**src/rtl/mmio_axil_master_if.sv**
```systemverilog
// rtl/mmio_axil_master_if.sv - AXI4-Lite bus bundle with master and slave views
interface mmio_axil_master_if #(
  parameter int ADDR_W = 32
);
  logic              awvalid;
  logic              awready;
  logic [ADDR_W-1:0] awaddr;
  logic              wvalid;
  logic              wready;
  logic [31:0]       wdata;
  logic [3:0]        wstrb;
  logic              bvalid;
  logic              bready;
  logic [1:0]        bresp;
  logic              arvalid;
  logic              arready;
  logic [ADDR_W-1:0] araddr;
  logic              rvalid;
  logic              rready;
  logic [31:0]       rdata;
  logic [1:0]        rresp;

  modport master (
    output awvalid, awaddr, wvalid, wdata, wstrb, bready, arvalid, araddr, rready,
    input  awready, wready, bvalid, bresp, arready, rvalid, rdata, rresp
  );

  modport slave (
    input  awvalid, awaddr, wvalid, wdata, wstrb, bready, arvalid, araddr, rready,
    output awready, wready, bvalid, bresp, arready, rvalid, rdata, rresp
  );
endinterface

```
**src/rtl/mmio_axil_master.sv**
```systemverilog
// rtl/mmio_axil_master.sv - single-outstanding AXI4-Lite master for MMIO register commands
// Optional per-handshake watchdog enabled by defining MMIO_AXIL_MASTER_TIMEOUT_EN.
module mmio_axil_master #(
  parameter int ADDR_W      = 32,
  parameter int TIMEOUT_CYC = 1024
) (
  input  logic              user_clk,
  input  logic              axi_lite_aresetn,
  input  logic              cmd_valid,
  output logic              cmd_ready,
  input  logic              cmd_wr,
  input  logic [ADDR_W-1:0] cmd_addr,
  input  logic [31:0]       cmd_wdata,
  input  logic [3:0]        cmd_wstrb,
  output logic              rsp_valid,
  input  logic              rsp_ready,
  output logic              rsp_wr,
  output logic [31:0]       rsp_rdata,
  output logic [1:0]        rsp_resp,
  output logic              busy,
`ifdef MMIO_AXIL_MASTER_TIMEOUT_EN
  output logic              timeout_flag,
`endif
  mmio_axil_master_if.master m_axi_lite
);

  typedef enum logic [2:0] {
    ST_IDLE = 3'd0,
    ST_WR   = 3'd1,
    ST_WR_B = 3'd2,
    ST_RD_A = 3'd3,
    ST_RD_D = 3'd4,
    ST_RSP  = 3'd5
  } state_e;

  state_e            state_q, state_d;
  logic [ADDR_W-1:0] addr_q, addr_d;
  logic [31:0]       wdata_q, wdata_d;
  logic [3:0]        wstrb_q, wstrb_d;
  logic              wr_q, wr_d;
  logic              aw_done_q, aw_done_d;
  logic              w_done_q, w_done_d;
  logic [31:0]       rdata_q, rdata_d;
  logic [1:0]        resp_q, resp_d;

  logic awvalid, wvalid, bready, arvalid, rready;

  if (TIMEOUT_CYC < 2) begin : g_bad_timeout
    $error("mmio_axil_master: TIMEOUT_CYC must be at least 2");
  end

`ifdef MMIO_AXIL_MASTER_TIMEOUT_EN
  logic [15:0] tmo_cnt_q, tmo_cnt_d;
  logic        timeout_q, timeout_d;
  logic        watched;
`endif

  always_comb begin
    state_d   = state_q;
    addr_d    = addr_q;
    wdata_d   = wdata_q;
    wstrb_d   = wstrb_q;
    wr_d      = wr_q;
    aw_done_d = aw_done_q;
    w_done_d  = w_done_q;
    rdata_d   = rdata_q;
    resp_d    = resp_q;
    awvalid   = 1'b0;
    wvalid    = 1'b0;
    bready    = 1'b0;
    arvalid   = 1'b0;
    rready    = 1'b0;
    // Gated by reset so nothing can be accepted while the block is held in reset.
    cmd_ready = (state_q == ST_IDLE) && axi_lite_aresetn;

    unique case (state_q)
      ST_IDLE: begin
        if (cmd_valid && cmd_ready) begin
          addr_d    = cmd_addr;
          wdata_d   = cmd_wdata;
          wstrb_d   = cmd_wstrb;
          wr_d      = cmd_wr;
          aw_done_d = 1'b0;
          w_done_d  = 1'b0;
          state_d   = cmd_wr ? ST_WR : ST_RD_A;
        end
      end
      ST_WR: begin
        // AW and W retire independently; the slave may take them in either order.
        awvalid   = !aw_done_q;
        wvalid    = !w_done_q;
        aw_done_d = aw_done_q || (awvalid && m_axi_lite.awready);
        w_done_d  = w_done_q || (wvalid && m_axi_lite.wready);
        if (aw_done_d && w_done_d) begin
          state_d = ST_WR_B;
        end
      end
      ST_WR_B: begin
        bready = 1'b1;
        if (m_axi_lite.bvalid) begin
          resp_d  = m_axi_lite.bresp;
          rdata_d = 32'd0;
          state_d = ST_RSP;
        end
      end
      ST_RD_A: begin
        arvalid = 1'b1;
        if (m_axi_lite.arready) begin
          state_d = ST_RD_D;
        end
      end
      ST_RD_D: begin
        rready = 1'b1;
        if (m_axi_lite.rvalid) begin
          rdata_d = m_axi_lite.rdata;
          resp_d  = m_axi_lite.rresp;
          state_d = ST_RSP;
        end
      end
      ST_RSP: begin
        if (rsp_ready) begin
          state_d = ST_IDLE;
        end
      end
      default: state_d = ST_IDLE;
    endcase

`ifdef MMIO_AXIL_MASTER_TIMEOUT_EN
    timeout_d = timeout_q;
    watched   = (state_q == ST_WR) || (state_q == ST_WR_B) ||
                (state_q == ST_RD_A) || (state_q == ST_RD_D);
    // Abort overrides whatever the state logic chose, including any handshake this cycle.
    if (watched && (tmo_cnt_q == 16'(TIMEOUT_CYC - 1))) begin
      awvalid   = 1'b0;
      wvalid    = 1'b0;
      bready    = 1'b0;
      arvalid   = 1'b0;
      rready    = 1'b0;
      resp_d    = 2'b11;
      rdata_d   = 32'd0;
      state_d   = ST_RSP;
      timeout_d = 1'b1;
    end
    tmo_cnt_d = (watched && (state_d == state_q)) ? tmo_cnt_q + 16'd1 : 16'd0;
`endif
  end

  always_ff @(posedge user_clk or negedge axi_lite_aresetn) begin
    if (!axi_lite_aresetn) begin
      state_q   <= ST_IDLE;
      addr_q    <= '0;
      wdata_q   <= '0;
      wstrb_q   <= '0;
      wr_q      <= 1'b0;
      aw_done_q <= 1'b0;
      w_done_q  <= 1'b0;
      rdata_q   <= '0;
      resp_q    <= '0;
    end else begin
      state_q   <= state_d;
      addr_q    <= addr_d;
      wdata_q   <= wdata_d;
      wstrb_q   <= wstrb_d;
      wr_q      <= wr_d;
      aw_done_q <= aw_done_d;
      w_done_q  <= w_done_d;
      rdata_q   <= rdata_d;
      resp_q    <= resp_d;
    end
  end

`ifdef MMIO_AXIL_MASTER_TIMEOUT_EN
  always_ff @(posedge user_clk or negedge axi_lite_aresetn) begin
    if (!axi_lite_aresetn) begin
      tmo_cnt_q <= '0;
      timeout_q <= 1'b0;
    end else begin
      tmo_cnt_q <= tmo_cnt_d;
      timeout_q <= timeout_d;
    end
  end

  assign timeout_flag = timeout_q;
`endif

  assign m_axi_lite.awvalid = awvalid;
  assign m_axi_lite.awaddr  = addr_q;
  assign m_axi_lite.wvalid  = wvalid;
  assign m_axi_lite.wdata   = wdata_q;
  assign m_axi_lite.wstrb   = wstrb_q;
  assign m_axi_lite.bready  = bready;
  assign m_axi_lite.arvalid = arvalid;
  assign m_axi_lite.araddr  = addr_q;
  assign m_axi_lite.rready  = rready;

  assign rsp_valid = (state_q == ST_RSP);
  assign rsp_wr    = wr_q;
  assign rsp_rdata = rdata_q;
  assign rsp_resp  = resp_q;
  assign busy      = (state_q != ST_IDLE);

endmodule

```
**src/flat_wrapper.sv**
```systemverilog
// flat-port wrapper written by rule: the top's interface ports become plain ports
module mmio_axil_master_flat 
#(
  parameter int ADDR_W      = 32,
  parameter int TIMEOUT_CYC = 1024
)
  (user_clk, axi_lite_aresetn, cmd_valid, cmd_ready, cmd_wr, cmd_addr, cmd_wdata, cmd_wstrb, rsp_valid, rsp_ready, rsp_wr, rsp_rdata, rsp_resp, busy, m_axi_lite_awvalid, m_axi_lite_awaddr, m_axi_lite_wvalid, m_axi_lite_wdata, m_axi_lite_wstrb, m_axi_lite_bready, m_axi_lite_arvalid, m_axi_lite_araddr, m_axi_lite_rready, m_axi_lite_awready, m_axi_lite_wready, m_axi_lite_bvalid, m_axi_lite_bresp, m_axi_lite_arready, m_axi_lite_rvalid, m_axi_lite_rdata, m_axi_lite_rresp);
  mmio_axil_master_if #(.ADDR_W(ADDR_W)) m_axi_lite_i ();
  input  logic user_clk;
  input  logic axi_lite_aresetn;
  input  logic cmd_valid;
  output logic cmd_ready;
  input  logic cmd_wr;
  input  logic [ADDR_W-1:0] cmd_addr;
  input  logic [31:0] cmd_wdata;
  input  logic [3:0] cmd_wstrb;
  output logic rsp_valid;
  input  logic rsp_ready;
  output logic rsp_wr;
  output logic [31:0] rsp_rdata;
  output logic [1:0] rsp_resp;
  output logic busy;
  output wire logic [$bits(m_axi_lite_i.awvalid)-1:0] m_axi_lite_awvalid;
  output wire logic [$bits(m_axi_lite_i.awaddr)-1:0] m_axi_lite_awaddr;
  output wire logic [$bits(m_axi_lite_i.wvalid)-1:0] m_axi_lite_wvalid;
  output wire logic [$bits(m_axi_lite_i.wdata)-1:0] m_axi_lite_wdata;
  output wire logic [$bits(m_axi_lite_i.wstrb)-1:0] m_axi_lite_wstrb;
  output wire logic [$bits(m_axi_lite_i.bready)-1:0] m_axi_lite_bready;
  output wire logic [$bits(m_axi_lite_i.arvalid)-1:0] m_axi_lite_arvalid;
  output wire logic [$bits(m_axi_lite_i.araddr)-1:0] m_axi_lite_araddr;
  output wire logic [$bits(m_axi_lite_i.rready)-1:0] m_axi_lite_rready;
  input wire logic [$bits(m_axi_lite_i.awready)-1:0] m_axi_lite_awready;
  input wire logic [$bits(m_axi_lite_i.wready)-1:0] m_axi_lite_wready;
  input wire logic [$bits(m_axi_lite_i.bvalid)-1:0] m_axi_lite_bvalid;
  input wire logic [$bits(m_axi_lite_i.bresp)-1:0] m_axi_lite_bresp;
  input wire logic [$bits(m_axi_lite_i.arready)-1:0] m_axi_lite_arready;
  input wire logic [$bits(m_axi_lite_i.rvalid)-1:0] m_axi_lite_rvalid;
  input wire logic [$bits(m_axi_lite_i.rdata)-1:0] m_axi_lite_rdata;
  input wire logic [$bits(m_axi_lite_i.rresp)-1:0] m_axi_lite_rresp;
  assign m_axi_lite_awvalid = m_axi_lite_i.awvalid;
  assign m_axi_lite_awaddr = m_axi_lite_i.awaddr;
  assign m_axi_lite_wvalid = m_axi_lite_i.wvalid;
  assign m_axi_lite_wdata = m_axi_lite_i.wdata;
  assign m_axi_lite_wstrb = m_axi_lite_i.wstrb;
  assign m_axi_lite_bready = m_axi_lite_i.bready;
  assign m_axi_lite_arvalid = m_axi_lite_i.arvalid;
  assign m_axi_lite_araddr = m_axi_lite_i.araddr;
  assign m_axi_lite_rready = m_axi_lite_i.rready;
  assign m_axi_lite_i.awready = m_axi_lite_awready;
  assign m_axi_lite_i.wready = m_axi_lite_wready;
  assign m_axi_lite_i.bvalid = m_axi_lite_bvalid;
  assign m_axi_lite_i.bresp = m_axi_lite_bresp;
  assign m_axi_lite_i.arready = m_axi_lite_arready;
  assign m_axi_lite_i.rvalid = m_axi_lite_rvalid;
  assign m_axi_lite_i.rdata = m_axi_lite_rdata;
  assign m_axi_lite_i.rresp = m_axi_lite_rresp;
  mmio_axil_master #(.ADDR_W(ADDR_W), .TIMEOUT_CYC(TIMEOUT_CYC)) u_core (.user_clk(user_clk), .axi_lite_aresetn(axi_lite_aresetn), .cmd_valid(cmd_valid), .cmd_ready(cmd_ready), .cmd_wr(cmd_wr), .cmd_addr(cmd_addr), .cmd_wdata(cmd_wdata), .cmd_wstrb(cmd_wstrb), .rsp_valid(rsp_valid), .rsp_ready(rsp_ready), .rsp_wr(rsp_wr), .rsp_rdata(rsp_rdata), .rsp_resp(rsp_resp), .busy(busy), .m_axi_lite(m_axi_lite_i));
endmodule
```
**config.mk**
```make
export PLATFORM = sky130hd
export DESIGN_NAME = mmio_axil_master_flat
export DESIGN_NICKNAME = d
export VERILOG_FILES = /design/src/rtl/mmio_axil_master_if.sv /design/src/rtl/mmio_axil_master.sv /design/src/flat_wrapper.sv
export SDC_FILE = /design/constraint.sdc
export NUM_CORES = 1
export LEC_CHECK = 0
export BUFFER_PORTS_ARGS = -buffer_cell sky130_fd_sc_hd__buf_2
export CORE_MARGIN = 3
export CORE_UTILIZATION = 39
export DETAILED_ROUTE_END_ITERATION = 8
export HOLD_SLACK_MARGIN = 0.08
export PLACE_DENSITY = 0.76
export SKIP_CTS_REPAIR_TIMING = 1
export SYNTH_ARGS = -nofsm -noshare
export SYNTH_HDL_FRONTEND = slang
export SYNTH_SLANG_ARGS = --single-unit
```
**constraint.sdc**
```tcl
create_clock -name user_clk -period 1.8 [get_ports user_clk]
set_clock_uncertainty 0.05 [all_clocks]
set_input_delay 0.18 -clock user_clk [delete_from_list [all_inputs] [get_ports user_clk]]
set_output_delay 0.18 -clock user_clk [all_outputs]
set_load 0.05 [all_outputs]
```
# After elaboration in Yosys (flattened, before gate mapping)
# Cells that the tools add are included.
[word_totals] ff_bits=108 output_inout_bits=143 word_cells=59
[classes] n_eq_ne=11 muxes=22 n_reduce_logical=17
[op_table] cell="2-to-1 mux 32 bit" count=2
[op_table] cell="case mux 32 bit (2 select lines)" count=1
[op_table] cell="2-to-1 mux 3 bit" count=6
[op_table] cell="case mux 3 bit (6 select lines)" count=1
[op_table] cell="inequality test 2 bit, second input constant" count=4
[op_table] cell="== test 3 x 2 -> 1 bit, second input constant" count=2
[op_table] cell="== test 3 bit, second input constant" count=2
[op_table] cell="2-to-1 mux 1 bit" count=6
[op_table] cell="2-to-1 mux 2 bit" count=3
[op_table] cell="AND reduction 6 bit" count=1
[op_table] cell="logical AND 1 bit" count=5
[op_table] cell="inequality test 2 x 1 -> 1 bit, second input constant" count=2
[op_table] cell="case mux 1 bit (2 select lines)" count=2
[op_table] cell="case mux 2 bit (2 select lines)" count=1
[op_table] cell="AND reduction 2 bit" count=2
[op_table] cell="nonzero test 2 bit" count=2
[op_table] cell="== test 3 x 1 -> 1 bit, second input constant" count=1
[op_table] cell="zero test 3 bit" count=1
[op_table] cell="AND reduction 3 bit" count=1
[op_table] cell="nonzero test 3 bit" count=1
[op_table] cell="zero test 1 bit" count=2
[op_table] cell="logical OR 1 bit" count=2

# Depth between registers and ports, before layout
[depth] word_depth=6 depth_mapped=6 mapped_depth_nobuf=4

# Worst setup path before layout
# No wires, ideal clock.
[synth_path] path_type="reg-to-reg" from="register u_core.state_q[1]" to="register u_core.rdata_q[0], in the netlist u_core.rsp_rdata[0]" setup_ns=0.067 arrival_ns=1.984 slack_ns=-0.301 path_stages_with_launch=7 period_less_slack_ns=2.101 path_cell_list="dfrtp_1 buf_2 nor3b_2 and2_0 clkbuf_1 buf_2 a22o_1"
[synth_between] elab_chain_cells=3 elab_cells_between_ends=7
[synth_lines] element="start, declared" line="mmio_axil_master.sv:36" text="state_e state_q, state_d;"
[synth_lines] element="start signal, assigned" line="mmio_axil_master.sv:160" text="state_q <= state_d;"
[synth_lines] element="== test 3 bit or == test 3 x 2 -> 1 bit (tied branches)" line="mmio_axil_master.sv:76" text="unique case (state_q)"
[synth_lines] element="inequality test 2 bit (no line) or nonzero test 2 bit (tied branches)"
[synth_lines] element="AND reduction 3 bit (no line)"
[synth_lines] element="end signal, assigned" line="mmio_axil_master.sv:167" text="rdata_q <= rdata_d;"
[synth_lines] element="end, declared" line="mmio_axil_master.sv:43" text="logic [31:0] rdata_q, rdata_d;"
# Parallel ways exist; a longest one is shown, timed or not.
# A chain may end at the register's enable or synchronous reset.

# Worst setup path after layout
[layout_path] from="register u_core.state_q[1]" to="register u_core.addr_q[27], in the netlist u_core.m_axi_lite.araddr[27]"
[layout_between] elab_chain_cells=4
[layout_lines] element="zero test 3 bit *" line="mmio_axil_master.sv:74, mmio_axil_master.sv:76"
[layout_lines] element="logical AND 1 bit" line="mmio_axil_master.sv:74" text="cmd_ready = (state_q == ST_IDLE) && axi_lite_aresetn;"
[layout_lines] element="logical AND 1 bit" line="mmio_axil_master.sv:78" text="if (cmd_valid && cmd_ready) begin"
[layout_lines] element="AND reduction 2 bit (no line) *"
[layout_lines] element="end signal, assigned" line="mmio_axil_master.sv:161" text="addr_q <= addr_d;"
[layout_lines] element="end, declared" line="mmio_axil_master.sv:37" text="logic [ADDR_W-1:0] addr_q, addr_d;"
# Mark *: on every way between the ends. The rest lies on a longest branch, timed or not.

==> metrics list <==
- The flow ran to the end, and the final reports show no timing, DRC or antenna violations.
- Floorplan die height: 112 um
- Insertion delay to the later sink of the worst-skew pair: 330 ps
* CP Capture Type: flop
- At the worst endpoint, the required time is 1970 ps.
- DRC viols: 0
* Clock tree from TritonCTS: yes
- In this run the remaining antenna-violating nets after routing total 0.
- Setup violations remaining at the end of the flow were counted as 0.
* Cell area after technology mapping: 4410 um2
* Final period utilization: 96.6%
- Counting the fill cells in the layout gives 813.
* Crit path cell chain: or3_4, nor2_8, buf_12, mux2_2
* Area of the die: 12600 um2
- The finished cells cover 7040 um2.
- Wire length of the first global-routing pass: 16700 um
- Leaving out fill and tap cells, the most frequent cells in the layout are 251 x sky130_fd_sc_hd__buf_2, 108 x sky130_fd_sc_hd__dfrtp_1, 103 x sky130_fd_sc_hd__dlygate4sd3_1.
- After floorplanning, the core was sized to cover 10900 um2.
- The congestion estimate from routability-driven global placement came to 0.820.
- Via total after detailed routing: 3622
* Aggregate routed wire length: 12100 um
- The repair_antennas step left the layout with diodes totalling 0.
* Number of cells produced by synthesis: 301
- CTS H-tree lvls: 3
- Compound-cell area share of the yosys netlist: 8.29%
- For this run, the number of Yosys warnings is 0.
* Largest incremental delay on the critical path: 440 ps
- Largest family of logic cells by synthesized area: multiplexers
- Post-Synth Simple-Gate Area: 3.60%
- The number of antenna violations at the first check in global routing came to 1.
- For the pin with the worst max-slew slack, the measured transition is 552 ps.
- Remaining Overflow, GRT: 0
* Multiplexer share of the synthesized area: 18.3%
- Dividing the synthesized area by the synthesized cell count gives 14.6 um2.
* Pre-CTS setup slack: 81.8 ps
- Total Nets Final: 747
* Critical R2R Capture: u_core.m_axi_lite.araddr[27]
* Adder and majority cell fraction of the synthesized area: 0%
- In the final layout, flip-flops and latches occupy 2700 um2.
- In this run the worst path has a maximum fanout of 40.
- Root buf cell: sky130_fd_sc_hd__clkbuf_16
* Post-detail-place hpwl: 7830 um
- Proportion of layout cells with a drive suffix above 1: 56.0%
- After the first detailed-routing iteration, the DRC count stood at 106.
- The floorplan step set the die width to 112 um.
- The pre-antenna-repair detailed-routing pass consisted of 4 iterations.
* Flops & latches, synth: 108
- Hold Startpoint: m_axi_lite_wready
- The largest individual stage delay along the critical path comes from the cell sky130_fd_sc_hd__or3_4.
- Leaving out fill and tap cells, the most frequent cell in the layout is sky130_fd_sc_hd__buf_2.
* Synth Net Count: 415
- Effective utilization at floorplan: 40.3%
- No sink is reached through more buffers than the 2 on the longest clock path.
* Cell depth of the worst flop-to-flop path: 4
- Maximum Capacitance Violations: 0
* Maximum number of pins on one net before global-route repair: 109
- Port Buf Inserts: 256
- In this run the critical register-to-register path is launched from u_core.state_q[1].
* Detailed-route vias per instance: 4.66
- WHS: 88.1 ps
- Path type of the worst min-delay path: in -> reg
* Worst setup path category: reg -> reg
- Num CTS Buffers: 9
* Signed area change from the synthesized netlist to the final layout: 59.7%
- The number of hold-slack violations in the final timing report is 0.
- The worst hold path passes through 3 cells.
* Post-DP Area: 5670 um2
- Number of global-route vias before repair: 3345
- Total Routing Usage GR: 16.4%
- Distinct cell type count of the synthesized netlist: 31
* Clk pin slew, worst setup/hold paths: 60 ps
- CTS sink cnt: 108
* Share of the core filled with cells: 64.4%
- The path with the worst hold slack has its endpoint at u_core.w_done_q.
- Dividing the detail-routed wire length by the instance count gives 15.6 um.
* Achievable Freq: 575 MHz
* Sequential fraction of the synthesis area: 61.3%
* Max_slew headroom: 63.2%
- For the worst setup path, the data arrival time is 1900 ps.
- R2R setup slack: 60 ps
* Startpoint type of the worst setup path: flop
- Across all setup checks in the final design, the least slack found is 61.5 ps.
- Num rows: 38
* Final worst path period need: 1740 ps
- Combined area of the multi-input logic cells: 1360 um2
- Max Transition Viols Final: 0
- Pin placement for this block handled 257 I/O pins.
* Timing startpoint of the critical path: u_core.state_q[1]
- Post-Synth XOR/XNOR Area: 0%
[synthesized netlist by cell type]
cell | count | area share (%)
sky130_fd_sc_hd__dfrtp_1 | 108 | 61
sky130_fd_sc_hd__mux2_2 | 65 | 17
sky130_fd_sc_hd__a22o_1 | 32 | 6.4
sky130_fd_sc_hd__buf_4 | 32 | 5.4
sky130_fd_sc_hd__buf_2 | 7 | 0.79
sky130_fd_sc_hd__buf_6 | 7 | 1.8
sky130_fd_sc_hd__nor2_1 | 7 | 0.60
sky130_fd_sc_hd__mux2_1 | 5 | 1.3
sky130_fd_sc_hd__nand2_1 | 5 | 0.43
sky130_fd_sc_hd__clkbuf_1 | 3 | 0.26
sky130_fd_sc_hd__o21ai_0 | 3 | 0.34
sky130_fd_sc_hd__a21oi_1 | 2 | 0.23
sky130_fd_sc_hd__a31oi_1 | 2 | 0.28
sky130_fd_sc_hd__and3b_1 | 2 | 0.40
sky130_fd_sc_hd__inv_1 | 2 | 0.17
sky130_fd_sc_hd__mux2i_1 | 2 | 0.45
sky130_fd_sc_hd__nand2b_1 | 2 | 0.28
sky130_fd_sc_hd__nor3b_1 | 2 | 0.34
sky130_fd_sc_hd__a211oi_1 | 1 | 0.17
sky130_fd_sc_hd__a21boi_0 | 1 | 0.17
sky130_fd_sc_hd__a21o_1 | 1 | 0.17
sky130_fd_sc_hd__and2_0 | 1 | 0.14
sky130_fd_sc_hd__nand3_1 | 1 | 0.11
sky130_fd_sc_hd__nand3b_1 | 1 | 0.17
sky130_fd_sc_hd__nor2_8 | 1 | 0.45
sky130_fd_sc_hd__nor2b_1 | 1 | 0.14
sky130_fd_sc_hd__nor3b_2 | 1 | 0.28
sky130_fd_sc_hd__o211ai_1 | 1 | 0.17
sky130_fd_sc_hd__o21ai_2 | 1 | 0.20
sky130_fd_sc_hd__o221ai_1 | 1 | 0.20
sky130_fd_sc_hd__or3_4 | 1 | 0.26
[how the worst max path moves through the flow]
| stage | end | slack [ps] | cells past startpoint |
|---|---|---|---|
| floorplan | u_core.m_axi_lite.araddr[0] | -30 | 5 |
| global placement | u_core.m_axi_lite.araddr[10] | 120 | 4 |
| detailed placement | u_core.m_axi_lite.araddr[9] | 80 | 4 |
| global route | m_axi_lite_awvalid | -0.1 | 6 |
| CTS | m_axi_lite_wvalid | -50 | 6 |
| finish | u_core.m_axi_lite.araddr[27] | 60 | 4 |
[metrics by stage]
step,std cells,TNS [ps]
floorplan,301,-2300
global placement,659,0
detailed placement,659,0
CTS,675,-94.1
global route,778,-0.0975
finish,778,0
[routing by layer]
layer | share of wire, % | up-vias | GRT usage (%)
met5 | 0.11 | - | 0
met1 | 39 | 1727 | 20.3
li1 | - | 1702 | -
met2 | 52 | 169 | 27.7
met3 | 6.8 | 22 | 5.01
met4 | 1.7 | 2 | 4.89
[worst max-delay path: cells and delay by family (launching register included)]
kind	cells	cell delay [ps]
buf+inv	1	240
flops	1	390
mux	1	370
simple gates	2	570
[cell type report]
cell class / instances / share of cell area, %
clock buffer: 12 / 3.64
clock inverter: 4 / 0.676
inverter: 2 / 0.107
multi-input combinational: 142 / 19.4
sequential: 108 / 38.4
tap: 140 / 2.49
timing repair buffer: 370 / 35.3
[kinds of logic (layout without fill, tap and decap cells)]
| kind of cell | after synthesis | count (layout) |
|---|---|---|
| DFF | 108 | 108 |
| muxes | 72 | 72 |
| buffers and inverters | 51 | 388 |
| AOI/OAI and AO/OA | 45 | 45 |
| and+or+nand+nor | 25 | 25 |
[flip-flops by register name, indices dropped and copies added, names as in the netlist]
name                      flops
u_core.w_done_q               1
u_core.m_axi_lite.wstrb       4
u_core.state_q                3
u_core.rsp_rdata             32
u_core.rsp_resp               2
u_core.rsp_wr                 1
u_core.m_axi_lite.araddr     32
u_core.aw_done_q              1
u_core.m_axi_lite.wdata      32
Power is not shown: default switching activity piles up to over one toggle a cycle in this logic, so the estimate is an artifact.
